===== src/rtl/seg_pkg.sv =====
// Shared constants for the seven-segment scan controller: glyph table and bit order.
package seg_pkg;

    // Bit positions inside the 7-bit active-high a-g vector.
    localparam int unsigned SEG7_BIT_A = 6;
    localparam int unsigned SEG7_BIT_G = 0;

    // Bit positions inside the 8-bit {a,b,c,d,e,f,g,dp} output byte.
    localparam int unsigned SEG_BIT_A  = 7;
    localparam int unsigned SEG_BIT_DP = 0;

    // All segments dark on the active-low output.
    localparam logic [7:0] SEG_OFF_N = 8'hFF;

    // Glyphs for codes 0-9 and A,b,C,d,E,F as {a,b,c,d,e,f,g}, active-high.
    localparam logic [6:0] SEG_LUT [16] = '{
        7'h7E, 7'h30, 7'h6D, 7'h79, 7'h33, 7'h5B, 7'h5F, 7'h70,
        7'h7F, 7'h7B, 7'h77, 7'h1F, 7'h4E, 7'h3D, 7'h4F, 7'h47
    };

endpackage


===== src/rtl/seg7_decode.sv =====
// Hex code to seven-segment glyph decoder, active-high {a..g}.
module seg7_decode
    import seg_pkg::*;
(
    input  logic [3:0] code,
    output logic [6:0] seg
);

    // Pure table lookup; no state.
    always_comb begin
        seg = SEG_LUT[code];
    end

endmodule


===== src/rtl/seg_scan_ctrl.sv =====
// Multiplexed seven-segment scan controller with frame-aligned shadow
// registers, leading-zero blanking and per-digit blink.
module seg_scan_ctrl
    import seg_pkg::*;
#(
    parameter int unsigned DIGITS      = 4,
    parameter int unsigned CLK_HZ      = 48_000_000,
    parameter int unsigned SCAN_HZ     = 1000,
    parameter int unsigned BLINK_TICKS = 250
) (
    input  logic                  clk,
    input  logic                  rst,
    input  logic [4*DIGITS-1:0]   i_val,
    input  logic [DIGITS-1:0]     i_dp,
    input  logic [DIGITS-1:0]     i_blink,
    input  logic                  i_lz_blank,
    input  logic                  i_load,
    output logic                  o_frame,
    output logic [DIGITS-1:0]     o_index_n,
    output logic [7:0]            o_seg_n
);

    localparam int unsigned DIV   = CLK_HZ / SCAN_HZ;
    localparam int unsigned CNT_W = (DIV > 1) ? $clog2(DIV) : 1;
    localparam int unsigned PTR_W = (DIGITS > 1) ? $clog2(DIGITS) : 1;
    localparam int unsigned BLK_W = (BLINK_TICKS > 1) ? $clog2(BLINK_TICKS) : 1;

    logic [CNT_W-1:0]    cnt_q;
    logic                tick;
    logic                wrap;
    logic                started_q;
    logic [PTR_W-1:0]    ptr_q;
    logic [PTR_W-1:0]    ptr_nxt;
    logic [BLK_W-1:0]    blink_cnt_q;
    logic                phase_q;

    logic [4*DIGITS-1:0] stg_val_q;
    logic [DIGITS-1:0]   stg_dp_q;
    logic [DIGITS-1:0]   stg_blink_q;
    logic                stg_lz_q;
    logic                pend_q;
    logic                pend_d;

    logic [4*DIGITS-1:0] act_val_q;
    logic [4*DIGITS-1:0] act_val_d;
    logic [DIGITS-1:0]   act_dp_q;
    logic [DIGITS-1:0]   act_dp_d;
    logic [DIGITS-1:0]   act_blink_q;
    logic [DIGITS-1:0]   act_blink_d;
    logic                act_lz_q;
    logic                act_lz_d;

    logic [DIGITS-1:0]   lz_mask;
    logic                lz_seen;
    logic [3:0]          sel_code;
    logic                sel_dp;
    logic                sel_blink;
    logic                sel_blank;
    logic [6:0]          sel_seg7;
    logic [7:0]          seg_on;

    logic [DIGITS-1:0]   index_n_q;
    logic [7:0]          seg_n_q;
    logic                frame_q;

    // Tick and pointer decode. The first tick after reset is treated as a
    // wrap so that it selects digit 0 and starts a frame.
    always_comb begin
        tick    = (cnt_q == CNT_W'(DIV - 1));
        wrap    = tick && (!started_q || (ptr_q == PTR_W'(DIGITS - 1)));
        ptr_nxt = wrap ? '0 : ptr_q + PTR_W'(1);
    end

    // Tick divider, scan pointer and blink phase.
    always_ff @(posedge clk or posedge rst) begin
        if (rst) begin
            cnt_q       <= '0;
            started_q   <= 1'b0;
            ptr_q       <= '0;
            blink_cnt_q <= '0;
            phase_q     <= 1'b1;
        end else begin
            cnt_q <= tick ? '0 : cnt_q + CNT_W'(1);
            if (tick) begin
                started_q <= 1'b1;
                ptr_q     <= ptr_nxt;
                if (blink_cnt_q == BLK_W'(BLINK_TICKS - 1)) begin
                    blink_cnt_q <= '0;
                    phase_q     <= ~phase_q;
                end else begin
                    blink_cnt_q <= blink_cnt_q + BLK_W'(1);
                end
            end
        end
    end

    // Active set only changes on a frame boundary, so a frame never tears.
    always_comb begin
        act_val_d   = act_val_q;
        act_dp_d    = act_dp_q;
        act_blink_d = act_blink_q;
        act_lz_d    = act_lz_q;
        pend_d      = pend_q;
        if (wrap && i_load) begin
            act_val_d   = i_val;
            act_dp_d    = i_dp;
            act_blink_d = i_blink;
            act_lz_d    = i_lz_blank;
            pend_d      = 1'b0;
        end else if (wrap && pend_q) begin
            act_val_d   = stg_val_q;
            act_dp_d    = stg_dp_q;
            act_blink_d = stg_blink_q;
            act_lz_d    = stg_lz_q;
            pend_d      = 1'b0;
        end else if (i_load) begin
            pend_d = 1'b1;
        end
    end

    // Staging and active display registers.
    always_ff @(posedge clk or posedge rst) begin
        if (rst) begin
            stg_val_q   <= '0;
            stg_dp_q    <= '0;
            stg_blink_q <= '0;
            stg_lz_q    <= 1'b0;
            pend_q      <= 1'b0;
            act_val_q   <= '0;
            act_dp_q    <= '0;
            act_blink_q <= '0;
            act_lz_q    <= 1'b0;
        end else begin
            if (i_load && !wrap) begin
                stg_val_q   <= i_val;
                stg_dp_q    <= i_dp;
                stg_blink_q <= i_blink;
                stg_lz_q    <= i_lz_blank;
            end
            pend_q      <= pend_d;
            act_val_q   <= act_val_d;
            act_dp_q    <= act_dp_d;
            act_blink_q <= act_blink_d;
            act_lz_q    <= act_lz_d;
        end
    end

    // Select the digit about to be shown; decode from the next-state active
    // set so a load on the wrapping tick is visible on digit 0 immediately.
    always_comb begin
        lz_mask   = '0;
        lz_seen   = 1'b0;
        sel_code  = 4'd0;
        sel_dp    = 1'b0;
        sel_blink = 1'b0;
        sel_blank = 1'b0;
        // Digit k is a leading zero when it and every digit above it are zero.
        for (int k = DIGITS - 1; k >= 1; k--) begin
            lz_seen    = lz_seen | (act_val_d[4*k +: 4] != 4'd0);
            lz_mask[k] = ~lz_seen;
        end
        for (int k = 0; k < DIGITS; k++) begin
            if (ptr_nxt == PTR_W'(k)) begin
                sel_code  = act_val_d[4*k +: 4];
                sel_dp    = act_dp_d[k];
                sel_blink = act_blink_d[k];
                sel_blank = act_lz_d & lz_mask[k];
            end
        end
        seg_on = {sel_seg7 & ~{7{sel_blank}}, sel_dp};
        if (sel_blink && !phase_q) begin
            seg_on = '0;
        end
    end

    seg7_decode u_decode (
        .code (sel_code),
        .seg  (sel_seg7)
    );

    // Registered drivers: new digit appears the cycle after its tick.
    always_ff @(posedge clk or posedge rst) begin
        if (rst) begin
            index_n_q <= '1;
            seg_n_q   <= SEG_OFF_N;
            frame_q   <= 1'b0;
        end else begin
            frame_q <= wrap;
            if (tick) begin
                index_n_q <= ~(DIGITS'(1) << ptr_nxt);
                seg_n_q   <= ~seg_on;
            end
        end
    end

    assign o_index_n = index_n_q;
    assign o_seg_n   = seg_n_q;
    assign o_frame   = frame_q;

endmodule


===== config.mk =====
export PLATFORM = sky130hd
export DESIGN_NAME = seg_scan_ctrl
export DESIGN_NICKNAME = d
export VERILOG_FILES = /design/src/rtl/seg_pkg.sv /design/src/rtl/seg7_decode.sv /design/src/rtl/seg_scan_ctrl.sv
export SDC_FILE = /design/constraint.sdc
export NUM_CORES = 1
export LEC_CHECK = 0
export CORE_MARGIN = 8
export CORE_UTILIZATION = 60
export DETAILED_ROUTE_END_ITERATION = 6
export GPL_TIMING_DRIVEN = 1
export PLACE_DENSITY = 0.8
export SYNTH_ARGS = -nofsm -noshare
export SYNTH_HDL_FRONTEND = slang
export SYNTH_SLANG_ARGS = --single-unit

===== constraint.sdc =====
create_clock -name clk -period 7.8 [get_ports clk]
set_input_delay 1.56 -clock clk [delete_from_list [all_inputs] [get_ports clk]]
set_output_delay 1.56 -clock clk [all_outputs]
set_load 0.1 [all_outputs]

==> reports/metrics.cfg, run 1 <==
[critical_path]
r2r-end=o_seg_n[4]
max_stage_delay_ps=680
r2r_setup_slack_ps=3450
crit_family=buffers and inverters
critPathMaxFanout=20
worst_ep_arrival_time_ps=5460
crit_buf_inv=3
path_class=input port to register
crit_required_ps=8100
critPathLaunchType=input port
r2r-start=cnt_q[0]
path_cells=clkdlybuf4s50_1, inv_1, nor2_1, nand2_1, o32ai_1, a221oi_1, o21ai_1, inv_1, ha_1, nor2_1, a211oi_1, a21oi_1, o22a_1
slowest_stage=clkdlybuf4s50_1
reg2reg_depth=14
end_kind=register

[synthesis]
synth_xor_area_share_pct=2.50
syn_area_mm2=0.00490
ys_ff_latch=92
yosys_most_used_dff=dfrtp_1
synth_mux_area_share_pct=7.83
yosysWarningCount=0
synth_compound_area_share_pct=17.0
avgSynthCellArea_um2=10.1
syn_nets=522
synthAdderAreaFrac_pct=2.55
synthDistinctLibCells=66
synth_edf_count=0
syn_inst=484
yosysSeqAreaShare_pct=47.3
synthArstFlopShare_pct=100
synthSimpleGateAreaFrac_pct=18.8
synth_top_family_by_area=simple AND/OR/NAND/NOR gates

[sta]
relSlewSlack_pct=25.3
timing.fmax_mhz=194
finalCritPeriodShare_pct=66.2
worst_pin_slew_ps=1120
rsz0062_at_grt=false
tns_ps=0
hold_violations=0
hold_slack_ps=487
finClkSkew_ps=12.0
fin_crit_ps=5160
drv_slew=0
setup_slack_ps=2640
setup_viol=0

[clocking]
cts_tree=yes
cts_hold_buf=0
clk_pin_slew_worst_paths_ps=100
clk_latency_ps=360
clock-sinks=92
cts_root_buffer=clkbuf_8
cts_buffer_depth=2
cts_made_buffers=9
ctsHtreeMaxLevel=3
post_cts_resized=0
post-cts-setup-buffers=0

[drt]
first_iter_violations=219
wl_per_cell_um=18.9
vias_per_cell=6.34
wl_um=11700
drc=0
drt_pass1_iterations=5
detail-route-antenna-nets=0
via_count=3925

[global_routing]
gr-usage-all-layers_pct=21.6
grt.overflow.total=0
grt_max_degree=64
antenna_found_initial=0
grt_pass1_wl_um=19900
first_global_vias=3982

[final_layout]
area_growth_pct=12.0
stdcell_area_mm2=0.00549
mostFrequentLayoutCell=dfrtp_1
finalNetCount=548
final_cell_mix=dfrtp_1, nor2_1, clkdlybuf4s50_1, nand2_1, mux2_2
drive_above_1_share_pct=14.4
antenna_cells=0
fin_cells=619
fin_util_pct=68.2

[power]
p_leak_nw=2.30
vdd_ir_drop_max_mv=0.0938
power.total_mw=0.841
powerDensity_mw_per_mm2=153

[die]
die_w_um=106
num_rows=33
start_util_pct=60.9
core_mm2=0.00805
dieHeight_um=106
ios=41
die_area_mm2=0.0113

[placement]
placed_area_mm2=0.00534
dp_hpwl_um=8140
dp.cells=604
pre_cts_ws_ps=2380
gp_congestion=0.907
place.port_buffers=40

[run_status]
status=finished, final reports clean

[job]
drv_cap=0

[min_path]
hold_depth=2
holdPathEnd=o_index_n[0]
min_from=o_index_n[0]
hold_class=register to register

[layout make-up]
type                    count  area (um2)
fillers                   654        2560
multi-input cells         346        2390
flip-flops and latches     92        2320
repair buffers             43         423
clock buffers              11         131
well taps                 105         131
inverters                  18        68.8
clock inverters             4        27.5
[worst max-delay path by stage]
stage / slack (ps) / from / depth (start not counted) / endpoint
floorplan: 3590 / i_load / 14 / o_seg_n[3]
global placement: 2640 / i_load / 13 / o_seg_n[3]
detailed placement: 2380 / i_load / 13 / o_seg_n[3]
CTS: 2760 / i_load / 13 / o_seg_n[3]
global route: 2320 / i_load / 14 / o_seg_n[4]
finish: 2640 / i_load / 13 / o_seg_n[4]
[sequential cells by signal, indices dropped and copies added, names as in the netlist]
name / cells
blink_cnt_q: 8
stg_val_q: 16
act_lz_q: 1
o_index_n: 4
ptr_q: 2
o_frame: 1
act_blink_q: 4
started_q: 1
stg_lz_q: 1
stg_blink_q: 4
phase_q: 1
act_dp_q: 4
o_seg_n: 8
pend_q: 1
stg_dp_q: 4
act_val_q: 16
cnt_q: 16
[Yosys cell counts (all sizes together), types with 9 or more instances]
library cell   n  area (um2)
nor3           9        56.3
nor2          46         183
mux2          27         304
buf           13        73.8
and2          15        93.8
a21oi         25         129
ha            10         125
o21ai         27         139
clkbuf        15        56.3
inv           18        67.6
dfrtp         79        1980
dfstp         13         342
o22ai         10        62.6
nand2         34         130
nand3         22         110
nand4         10        77.6
[layer usage]
layer / vias to the layer above / track usage [%] / part of all wire [%]
met4: 0 / 6.93 / 1.7
li1: 1822 / - / -
met3: 22 / 3.99 / 4.9
met1: 1937 / 28.4 / 45
met5: - / 0 / 0
met2: 144 / 35.3 / 49
[report_power, final]
part           internal [mW]  switching [mW]  total [mW]  leakage (nW)
combinational         0.0283          0.0291      0.0574          1.11
clock                  0.114           0.170       0.283        0.0714
sequential             0.491         0.00819       0.500          1.12
[worst reg2reg max path, stage by stage, from the launching register on]
cell      delay, ps
dfrtp_1         400
ha_1            270
nand4_4         190
nor4_4          810
buf_4           400
nand2_1         350
o32ai_1         350
a221oi_1        140
o21ai_1         320
inv_1           190
ha_1            360
nor2_1           60
a211oi_1        200
a21oi_1          60
o22a_1          190
[logic make-up (layout without fill, tap and decap cells)]
logic type | count (synthesis) | count (layout)
adder cells (fa/ha/maj) | 10 | 10
XOR/XNOR | 14 | 14
flip-flops | 92 | 92
AND/OR/NAND/NOR | 167 | 167
multiplexers | 35 | 35
AO/OA/AOI/OAI | 120 | 120
buffers and inverters | 46 | 76
(Power assumes the default switching activity.)
==> inputs of run 2 (changes only) <==
- CORE_UTILIZATION: 60 -> 53
- PLACE_DENSITY: 0.8 -> 0.75
- clock period: 7.8 -> 4.6 ns (I/O delays scaled with it)
==> run 2 against run 1 <==
Against the previous run: critical path depth did not move; die area rose by 11%; count of clock-buffer cells in the layout did not move; worst hold slack got worse by 27 ps; clock skew fell by 1.8 ps; register-to-register slack got worse by 2700 ps; power rose by 81%; non-clock buffer count rose by 7; utilization fell by 6.5 points; setup slack got worse by 1900 ps; flip-flop and latch count did not move.
==> reports/metrics.cfg, run 2 (synthesized netlist as in run 1, its figures left out) <==
[critical_path]
end_kind=register
crit_required_ps=4890
critPathMaxFanout=15
critPathLaunchType=register
path_class=register to register
max_stage_delay_ps=730
path_cells=ha_1, nand2b_1, and2_1, a41oi_1, and3_1, inv_1, mux2i_1, o31ai_1, inv_1, ha_1, mux2_1, a211oi_1, nor2_1
worst_ep_arrival_time_ps=4140
crit_family=simple AND/OR/NAND/NOR gates
crit_buf_inv=2
slowest_stage=dfrtp_1

[final_layout]
antenna_cells=0
area_growth_pct=14.6
final_cell_mix=dfrtp_1, nor2_1, clkdlybuf4s50_1, nand2_1, mux2_2
finalNetCount=555
stdcell_area_mm2=0.00562
drive_above_1_share_pct=16.1
fillers=759
fin_util_pct=61.7
fin_cells=633
reg.largest.list=act_val_q x16, cnt_q x16, stg_val_q x16
mostFrequentLayoutCell=dfrtp_1

[sta]
finClkSkew_ps=10.2
relSlewSlack_pct=24.2
fin_crit_ps=3840
tns_ps=0
finalCritPeriodShare_pct=83.5
worst_pin_slew_ps=1130
drv_slew=0
hold_violations=0
setup_viol=0
rsz0062_at_grt=false
timing.fmax_mhz=260

[die]
die_w_um=112
start_util_pct=53.8
ios=41
core_mm2=0.00911
die_area_mm2=0.0126
dieHeight_um=112
num_rows=35

[drt]
drt_pass1_iterations=5
wl_per_cell_um=18.6
via_count=3967
drc=0
wl_um=11800
first_iter_violations=321
detail-route-antenna-nets=0
vias_per_cell=6.27

[clocking]
ctsHtreeMaxLevel=3
cts_buffer_depth=2
post_cts_resized=0
cts_made_buffers=9
clk_pin_slew_worst_paths_ps=90
cts_root_buffer=clkbuf_8
cts_tree=yes
cts_hold_buf=0
clk_latency_ps=360
post-cts-setup-buffers=0
clock-sinks=92

[power]
p_leak_nw=2.38
vdd_ir_drop_max_mv=0.206
power.total_mw=1.52
powerDensity_mw_per_mm2=271

[job]
drv_cap=0

[placement]
placed_area_mm2=0.00541
place.port_buffers=40
dp_hpwl_um=8220
gp_congestion=0.926
dp.cells=617

[global_routing]
first_global_vias=3940
grt_pass1_wl_um=19400
grt_max_degree=51
grt.overflow.total=0
gr-usage-all-layers_pct=19.0
antenna_found_initial=0

[run_status]
status=finished, final reports clean

[min_path]
hold_class=register to register

-- run 2: metrics by stage --
| step | hold slack, ps | setup WS [ps] |
|---|---|---|
| floorplan | 448 | 1030 |
| global placement | 449 | 852 |
| detailed placement | 453 | 768 |
| CTS | 466 | 829 |
| global route | 505 | 455 |
| finish | 460 | 757 |
-- run 2: area by class of cell --
type | count | area [um2] | area share, %
Multi-Input combinational cell | 346 | 2390 | 42.6
Clock inverter | 5 | 60.1 | 1.07
Clock buffer | 11 | 151 | 2.69
Inverter | 18 | 68.8 | 1.22
Sequential cell | 92 | 2320 | 41.3
Timing Repair Buffer | 50 | 488 | 8.68
Tap cell | 111 | 139 | 2.47
-- run 2: worst register-to-register path, cell delays in order, from the launching register on --
cell and delay (ps):
dfrtp_1 730, ha_1 270, nand2b_1 420, and2_1 500, a41oi_1 160, and3_1 240, inv_1 90, mux2i_1 70
o31ai_1 300, inv_1 140, ha_1 260, mux2_1 310, a211oi_1 240, nor2_1 60
-- run 2: path summary, 6_finish.rpt --
path                         startpoint  depth (start not counted)  slack (ps)      endpoint
hold / removal             o_index_n[0]                          2         460  o_index_n[0]
hold reg to reg            o_index_n[0]                          2         460  o_index_n[0]
setup reg to reg               ptr_q[0]                         13         760    o_seg_n[3]
min in group asynchronous           rst                          2        1020      cnt_q[4]
setup / recovery               ptr_q[0]                         13         760    o_seg_n[3]
max in group asynchronous           rst                          3        2810    o_seg_n[0]
-- run 2: power breakdown --
part	switching (mW)	internal, mW	total (mW)
Sequential	0.0134	0.833	0.847
Clock	0.292	0.282	0.574
Combinational	0.0502	0.0503	0.101
-- run 2: per-layer routing --
layer  vias to the layer above  track usage [%]  share of wire (%)
li1                       1830                -                  -
met2                       152             30.8                 49
met5                         -                0                  0
met1                      1958             24.4                 43
met3                        27             4.13                5.7
met4                         0             7.46                1.9
